[config.mk]
export PLATFORM = sky130hd
export DESIGN_NAME = panel_switch_ctrl
export DESIGN_NICKNAME = d
export VERILOG_FILES = /design/src/rtl/panel_pkg.sv /design/src/rtl/panel_cmd_fifo.sv /design/src/rtl/panel_switch_ctrl.sv
export SDC_FILE = /design/constraint.sdc
export NUM_CORES = 1
export LEC_CHECK = 0
export BUFFER_PORTS_ARGS = -buffer_cell sky130_fd_sc_hd__buf_2
export CAP_MARGIN = 20
export CORE_MARGIN = 4
export CORE_UTILIZATION = 56
export DETAILED_ROUTE_END_ITERATION = 10
export PLACE_DENSITY = 0.79
export SLEW_MARGIN = 10
export SYNTH_ARGS = -nofsm -noshare
export SYNTH_HDL_FRONTEND = slang
export SYNTH_SLANG_ARGS = --single-unit
[constraint.sdc]
create_clock -name clk -period 2.5 [get_ports clk]
set_clock_uncertainty 0.1 [all_clocks]
set_input_delay 0.25 -clock clk [delete_from_list [all_inputs] [get_ports clk]]
set_output_delay 0.25 -clock clk [all_outputs]
set_load 0.01 [all_outputs]
[src/rtl/panel_pkg.sv]
// rtl/panel_pkg.sv - shared encodings for the panel switch controller
package panel_pkg;

   typedef enum logic [1:0] {
      ACT_RELEASE = 2'd0,
      ACT_UP      = 2'd1,
      ACT_DOWN    = 2'd2,
      ACT_MOVE    = 2'd3
   } action_e;

   typedef enum logic [1:0] {
      AUX_CENTRE = 2'd0,
      AUX_UP     = 2'd1,
      AUX_DOWN   = 2'd2
   } aux_pos_e;

   localparam int       MOM_BASE    = 18;
   localparam int       MOM_COUNT   = 5;
   localparam aux_pos_e AUX_DEFAULT = AUX_CENTRE;

   // Command word: which momentary switch (offset from MOM_BASE) and its direction.
   typedef struct packed {
      logic [2:0] offset;
      logic       dir;
   } cmd_t;

   localparam int CMD_W = $bits(cmd_t);

   function automatic cmd_t make_cmd(input logic [2:0] offset, input logic dir);
      cmd_t c;
      c.offset = offset;
      c.dir    = dir;
      return c;
   endfunction

   function automatic aux_pos_e aux_from_action(input action_e act);
      aux_pos_e p;
      p = AUX_DEFAULT;
      case (act)
         ACT_UP:   p = AUX_UP;
         ACT_DOWN: p = AUX_DOWN;
         default:  p = AUX_CENTRE;
      endcase
      return p;
   endfunction

endpackage

[src/rtl/panel_cmd_fifo.sv]
// rtl/panel_cmd_fifo.sv - command queue that drops pushes when full and flags it
module panel_cmd_fifo #(
   parameter int WIDTH = 4,
   parameter int DEPTH = 4
) (
   input  logic             clk,
   input  logic             reset,
   input  logic             s_tvalid,
   input  logic [WIDTH-1:0] s_tdata,
   output logic             m_tvalid,
   output logic [WIDTH-1:0] m_tdata,
   input  logic             m_tready,
   output logic             overflow
);

   localparam int AW = $clog2(DEPTH);

   logic [WIDTH-1:0] mem [DEPTH];
   logic [AW:0]      wr_ptr;
   logic [AW:0]      rd_ptr;
   logic             full;
   logic             empty;
   logic             pop;
   logic             accept;

   // Pointers carry one extra wrap bit so full and empty are distinguishable.
   assign empty  = (wr_ptr == rd_ptr);
   assign full   = (wr_ptr[AW-1:0] == rd_ptr[AW-1:0]) && (wr_ptr[AW] != rd_ptr[AW]);
   assign pop    = m_tvalid && m_tready;
   assign accept = s_tvalid && (!full || pop);

   assign m_tvalid = !empty;
   assign m_tdata  = mem[rd_ptr[AW-1:0]];

   always_ff @(posedge clk or posedge reset) begin
      if (reset) begin
         wr_ptr   <= '0;
         rd_ptr   <= '0;
         overflow <= 1'b0;
      end else begin
         if (accept)
            wr_ptr <= wr_ptr + {{AW{1'b0}}, 1'b1};
         if (pop)
            rd_ptr <= rd_ptr + {{AW{1'b0}}, 1'b1};
         if (s_tvalid && full && !pop)
            overflow <= 1'b1;
      end
   end

   always_ff @(posedge clk) begin
      if (accept)
         mem[wr_ptr[AW-1:0]] <= s_tdata;
   end

endmodule

[src/rtl/panel_switch_ctrl.sv]
// rtl/panel_switch_ctrl.sv - cursor-driven panel switch state and momentary command queue
module panel_switch_ctrl
   import panel_pkg::*;
#(
   parameter int SWITCHES_ST_COUNT      = 18,
   parameter int SWITCHES_ST_AUX1_INDEX = 23,
   parameter int SWITCHES_ST_AUX2_INDEX = 24,
   parameter int CMD_FIFO_DEPTH         = 4
) (
   input  logic                         clk,
   input  logic                         reset,
   input  logic [4:0]                   cursor_index,
   input  logic [1:0]                   cursor_action,
   output logic [SWITCHES_ST_COUNT-1:0] toggle_sw,
   output logic [1:0]                   aux1_pos,
   output logic [1:0]                   aux2_pos,
   output logic [MOM_COUNT-1:0]         mom_held,
   output logic                         cmd_valid,
   output logic [CMD_W-1:0]             cmd,
   input  logic                         cmd_ready,
   output logic                         cmd_overflow
);

   localparam logic [4:0] AUX1_IDX = 5'(SWITCHES_ST_AUX1_INDEX);
   localparam logic [4:0] AUX2_IDX = 5'(SWITCHES_ST_AUX2_INDEX);
   localparam logic [4:0] MOM_LO   = 5'(MOM_BASE);
   localparam logic [4:0] MOM_HI   = 5'(MOM_BASE + MOM_COUNT - 1);

   logic [4:0] idx_r;
   action_e    act_r;
   action_e    act_prev;
   logic [4:0] held_idx;

   logic       evt;
   logic       mom_hit;
   logic       is_press;
   logic [2:0] mom_off;
   logic       push;
   cmd_t       push_cmd;

   always_ff @(posedge clk or posedge reset) begin
      if (reset) begin
         idx_r    <= '0;
         act_r    <= ACT_RELEASE;
         act_prev <= ACT_RELEASE;
      end else begin
         idx_r    <= cursor_index;
         act_r    <= action_e'(cursor_action);
         act_prev <= act_r;
      end
   end

   // Only a change of the registered action is an event; a steady action is ignored.
   assign evt      = (act_r != act_prev);
   assign mom_hit  = (idx_r >= MOM_LO) && (idx_r <= MOM_HI);
   assign is_press = (act_r == ACT_UP) || (act_r == ACT_DOWN);
   assign mom_off  = 3'(idx_r - MOM_LO);
   assign push     = evt && mom_hit && is_press;
   assign push_cmd = make_cmd(mom_off, act_r == ACT_UP);

   always_ff @(posedge clk or posedge reset) begin
      if (reset) begin
         toggle_sw <= '0;
         aux1_pos  <= AUX_DEFAULT;
         aux2_pos  <= AUX_DEFAULT;
         mom_held  <= '0;
         held_idx  <= '0;
      end else begin
         // Leaving the held momentary switch releases it; a press below may override.
         if ((mom_held != '0) && (idx_r != held_idx))
            mom_held <= '0;

         if (evt) begin
            for (int i = 0; i < SWITCHES_ST_COUNT; i++) begin
               if (idx_r == 5'(i)) begin
                  if (act_r == ACT_UP)
                     toggle_sw[i] <= 1'b1;
                  else if (act_r == ACT_DOWN)
                     toggle_sw[i] <= 1'b0;
               end
            end

            if ((idx_r == AUX1_IDX) && (act_r != ACT_MOVE))
               aux1_pos <= aux_from_action(act_r);
            if ((idx_r == AUX2_IDX) && (act_r != ACT_MOVE))
               aux2_pos <= aux_from_action(act_r);

            if (!is_press) begin
               mom_held <= '0;
            end else if (mom_hit) begin
               mom_held <= MOM_COUNT'(1) << mom_off;
               held_idx <= idx_r;
            end
         end
      end
   end

   panel_cmd_fifo #(
      .WIDTH (CMD_W),
      .DEPTH (CMD_FIFO_DEPTH)
   ) u_cmd_fifo (
      .clk      (clk),
      .reset    (reset),
      .s_tvalid (push),
      .s_tdata  (push_cmd),
      .m_tvalid (cmd_valid),
      .m_tdata  (cmd),
      .m_tready (cmd_ready),
      .overflow (cmd_overflow)
   );

endmodule

# [After elaboration in Yosys (flattened, before gate mapping)]
# Memory sizes are Yosys's and may differ from the RTL's.
# Index checks and enable logic that the tools add are counted.
[word_totals] mem_count=1 reg_bits=48 ram_bits=16 out_inout_bits=33
[op_classes] n_reduce_logical=40 mux=9 addsub=3 order_cmp=2 shift=1 n_eq_ne=27
[memory_table] name="u_cmd_fifo.mem" words=4 width=4 read_ports=1 rd_ports_with_merged_regs=0 write_ports=1 line_no="panel_cmd_fifo.sv:18" text="logic [WIDTH-1:0] mem [DEPTH];"
[ops] operator="3-bit AND reduction" n=19
[ops] operator="5-bit by 4-bit equality test with 1-bit output (second input constant)" n=8
[ops] operator="5-bit by 3-bit equality test with 1-bit output (second input constant)" n=4
[ops] operator="5-bit equality test (second input constant)" n=4
[ops] operator="5-bit 2-to-1 mux" n=4
[ops] operator="1-bit logical AND" n=11
[ops] operator="5-bit by 2-bit equality test with 1-bit output (second input constant)" n=2
[ops] operator="3-bit by 1-bit adder with 3-bit output (second input constant)" n=2
[ops] operator="5-bit by 1-bit equality test with 1-bit output (second input constant)" n=1
[ops] operator="5-bit greater-or-equal comparator (second input constant)" n=1
[ops] operator="5-bit less-or-equal comparator (second input constant)" n=1
[ops] operator="5-bit logical NOT" n=1
[ops] operator="5-bit != test" n=1
[ops] operator="5-bit nonzero test" n=1
[ops] operator="1-bit by 3-bit << shifter with 5-bit output (first input constant)" n=1
[ops] operator="1-bit 2-to-1 mux" n=4
[ops] operator="2-bit one-hot mux with 2 select lines" n=1
[ops] operator="2-bit AND reduction" n=2
[ops] operator="3-bit equality test" n=1
[ops] operator="1-bit logical NOT" n=3
[ops] operator="3-bit by 2-bit subtractor with 3-bit output (second input constant)" n=1
[ops] operator="2-bit by 1-bit equality test with 1-bit output (second input constant)" n=1
[ops] operator="2-bit equality test" n=1
[ops] operator="2-bit equality test (second input constant)" n=1
[ops] operator="5 further kinds" n=6

# [Logic depth before layout (Yosys ltp)]
[depth] word_depth=7 mapped_depth=7

# [Modules after synthesis]
# Synthesis repeated with hierarchy kept, for this count alone.
[unflattened] hier_cells=212 area_unflattened_um2=2899.0
[by_module_without_submodules] module="panel_switch_ctrl" n_inst=1 area_per_inst_um2=1846.8 cells_per_inst=148 seq_area_each_um2=1026.0
[by_module_without_submodules] module="panel_cmd_fifo" n_inst=1 area_per_inst_um2=1052.3 cells_per_inst=64 seq_area_each_um2=655.6

# [Worst setup path before layout]
# No wires, ideal clock.
[synth_timing] path_kind="reg-to-reg" startpoint="register idx_r[0]" endpoint="memory u_cmd_fifo.mem[0][0] (enable)" t_required_ps=2091 t_arrival_ps=1774 setup_slack_ps=317 stages_incl_launch_ff=6 path_cell_list="dfrtp_1 buf_6 or3b_4 a221o_4 nor3_4 and2_1"
[synth_between] elab_chain_len=7 elab_cells_between_ends=8
[synth_rtl] item="from (decl)" line_no="panel_switch_ctrl.sv:29" text="logic [4:0] idx_r;"
[synth_rtl] item="from (signal assigned)" line_no="panel_switch_ctrl.sv:47" text="idx_r <= cursor_index;"
[synth_rtl] item="5-bit greater-or-equal comparator or 5-bit less-or-equal comparator (tied branches)" line_no="panel_switch_ctrl.sv:55" text="assign mom_hit = (idx_r >= MOM_LO) && (idx_r <= MOM_HI);"
[synth_rtl] item="1-bit logical AND (*)" line_no="panel_switch_ctrl.sv:55"
[synth_rtl] item="1-bit logical AND (*) (2 in series)" line_no="panel_switch_ctrl.sv:58" text="assign push = evt && mom_hit && is_press;"
[synth_rtl] item="1-bit logical AND (*)" line_no="panel_cmd_fifo.sv:30" text="assign accept = s_tvalid && (!full || pop);"
[synth_rtl] item="1-bit 2-to-1 mux (*)" line_no="panel_cmd_fifo.sv:51" text="if (accept)"
[synth_rtl] item="1-bit 2-to-1 mux (not written as such) (*)" line_no="panel_cmd_fifo.sv:52" text="mem[wr_ptr[AW-1:0]] <= s_tdata;"
[synth_rtl] item="to (decl)" line_no="panel_cmd_fifo.sv:18"
# Mark *: on every way between the ends. The rest lies on a longest branch, timed or not.

# [Worst setup path in the final report]
[layout_timing] startpoint="register idx_r[1]" endpoint="memory u_cmd_fifo.mem[1][3] (enable)"
# Same word-level chain as after synthesis.

==> results.ini <==
[synth]
synth.most_common_cell = dfrtp_1
ys_seq_elements = 64
seq_area_frac_synth_pct = 58.4
synth.cell_area_sq_um = 2880
ys_top_cells_by_count = 48 x dfrtp_1, 20 x mux2_1, 17 x nor4_1
synth_edf_count = 16
ys_warn_count = 0
synth_top_area_share_pct = 41.7
synth_top_area_cell = dfrtp_1
synth_cell_type_count = 40
synth_area_leaders = dfrtp_1 42%, edfxtp_1 17%, mux2_1 7.8%
synth_nets = 231
netlist_instances = 211
ys_async_sr_fraction_pct = 75.0
synth_flop_cell = dfrtp_1
syn_avg_cell_area_sq_um = 13.6

[grt]
grt_use_met3_pct = 4.06
grt_pass1_vias = 1879
grt_max_degree = 32
grt-ovfl-total = 0
antenna_found_initial = 0
grt.total_usage_pct = 19.0
grt.met1_usage_pct = 24.2
grt_pass1_wl_mm = 9.00
grt_util_met2_pct = 30.3
busiest_layer = met2

[critical_path]
crit_type = reg -> reg
arrival_ns = 2.23
critPathCapture = u_cmd_fifo.mem[1][3]$_DFFE_PP_
r2r-end = u_cmd_fifo.mem[1][3]$_DFFE_PP_
start_kind = flop
cp-startpoint = idx_r[1]$_DFF_PP0_
r2r_start = idx_r[1]$_DFF_PP0_
required_ns = 2.42
worst-path-max-fanout = 9
endpoint_kind = flop
ff2ff_setup_slack_ns = 0.19
r2r_cells = 5

[detailed_routing]
remaining_drc_errors = 0
initialDrtViolationCount = 49
via_per_inst = 5.30
drtAntennaViolNets = 0
routedWlPerCell_um = 15.8
vias = 1791
firstDrtPassIters = 6
wirelength_mm = 5.36

[floorplan]
die_height_um = 79.7
core_sq_um = 4850
row_count = 25
initial_core_util_pct = 59.4
die_x_um = 79.7
die_area_sq_um = 6350
ios = 43

[timing]
hold_violations = 0
relSlewSlack_pct = 37.4
slew_violations = 0
rsz0062_at_grt = no
worstMarginPinSlew_ns = 0.938
setup_viol = 0
min_period_over_period_pct = 92.3
fin_crit_ns = 2.31
timing.fmax_mhz = 434
fin_tns_setup_ns = 0

[place]
placed_area_sq_um = 3150
routabilityCongestion = 0.775
io_buffer_count = 42
dp.final_hpwl_mm = 3.82

[cts]
htreeDepth = 3
cts.clk_slew.worst_paths_ns = 0.06
cts_tree = yes
cts-root-buf = clkbuf_8
cts_made_buffers = 9
clockBufferDepth = 2
post_cts_buffers = 0
numClockSinks = 64
worst_skew_pair.late_latency_ns = 0.33

[cells_and_area]
diodes = 0
fin_area_sq_um = 3410
nFillCells = 357
nets = 286
final_util_pct = 70.3
area_growth_pct = 18.5
layout-drive-gt1-share_pct = 28.0

[power]
ir_worst_vdd_uv = 543
power_w = 0.00280
p_per_area_nw_per_um2 = 822
leakagePower_nw = 1.57

[hold_path]
hold_path.class = in -> reg

[run_status]
status = complete, no violations

[flow_run]
drv_cap = 0

kinds of logic after synthesis:
logic type	Yosys count	synth area share (%)
AOI/OAI and AO/OA	15	4.13
xor gates and xnor gates	14	4.26
adders and majority gates	10	4.35
buffers and inverters	19	2.91
DFF	64	58.4
muxes	29	13.0
and+or+nand+nor	60	12.9
metrics by stage:
step	cells	setup WS, ns	hold WS [ns]
after floorplan	211	0.317	0.181
after global placement	314	0.271	0.258
after detailed placement	314	0.204	0.259
after CTS	338	0.193	0.116
after global routing	338	0.0672	0.128
final	338	0.194	0.131
where the power goes:
| part | leakage [nW] | internal (W) | switching, W | total [W] |
|---|---|---|---|---|
| registers | 0.761 | 0.00121 | 0.000137 | 0.00135 |
| clock network | 0.0922 | 0.000451 | 0.000350 | 0.000801 |
| logic | 0.717 | 0.000329 | 0.000325 | 0.000654 |
timing repair:
action	CTS	global route
resized for setup	0	0
hold endpoints to repair	36	0
hold buffers	8	0
per-layer routing:
| layer | share of wire [%] | vias up |
|---|---|---|
| met5 | 0 | - |
| met2 | 49 | 45 |
| met3 | 4.2 | 12 |
| met4 | 2.4 | 0 |
| li1 | - | 880 |
| met1 | 44 | 854 |
worst max-delay path, stage by stage, from the launching register on:
cell and delay [ns]:
dfrtp_1 0.48, inv_1 0.16, ha_1 0.26, a221o_4 0.46, nor3_4 0.27, and2_1 0.27
cells in the final DEF (no fill, tap or decap), drive strengths merged, types with 2 or more instances in the layout:
master	instances
mux4	4
or2	2
xnor2	5
o32ai	2
edfxtp	16
dfrtp	48
nor3	4
inv	9
buf	46
a21oi	2
nand4	2
clkbuf	11
xor2	9
nand2	7
nor2	5
clkinv	4
nor4	17
nand2b	6
nand3	8
dlygate4sd3	8
mux2	25
and2	4
o21ai	7
ha	10
final cells by class:
class	instances	area, sq um	area share, %
inverter	9	33.8	0.990
clock inverter	5	47.5	1.39
sequential	64	1680	49.3
timing repair buffer	54	320	9.39
clock buffer	11	131	3.85
tap	67	83.8	2.46
multi-input combinational	128	1110	32.6
worst min path at each step:
stage | slack, ns | endpoint | cells after the start | from
3_3_place_gp | 0.26 | act_r[0]$_DFF_PP0_ | 1 | cursor_action[0]
2_1_floorplan | 0.18 | act_r[0]$_DFF_PP0_ | 0 | cursor_action[0]
5_1_grt | 0.13 | u_cmd_fifo.rd_ptr[0]$_DFFE_PP0P_ | 3 | cmd_ready
6_report | 0.13 | u_cmd_fifo.rd_ptr[0]$_DFFE_PP0P_ | 3 | cmd_ready
3_5_place_dp | 0.26 | act_r[0]$_DFF_PP0_ | 1 | cursor_action[0]
4_1_cts | 0.12 | u_cmd_fifo.rd_ptr[0]$_DFFE_PP0P_ | 3 | cmd_ready
state kept, by name, summed over array words and instances (netlist names):
| name | cells |
|---|---|
| u_cmd_fifo.mem | 16 |
| toggle_sw | 18 |
| u_cmd_fifo.overflow | 1 |
| u_cmd_fifo.rd_ptr | 3 |
| mom_held | 5 |
| act_r | 2 |
| idx_r | 5 |
| aux1_pos | 2 |
| aux2_pos | 2 |
| u_cmd_fifo.wr_ptr | 3 |
| held_idx | 5 |
| act_prev | 2 |
No activity file was read; power rests on OpenSTA's default activity.
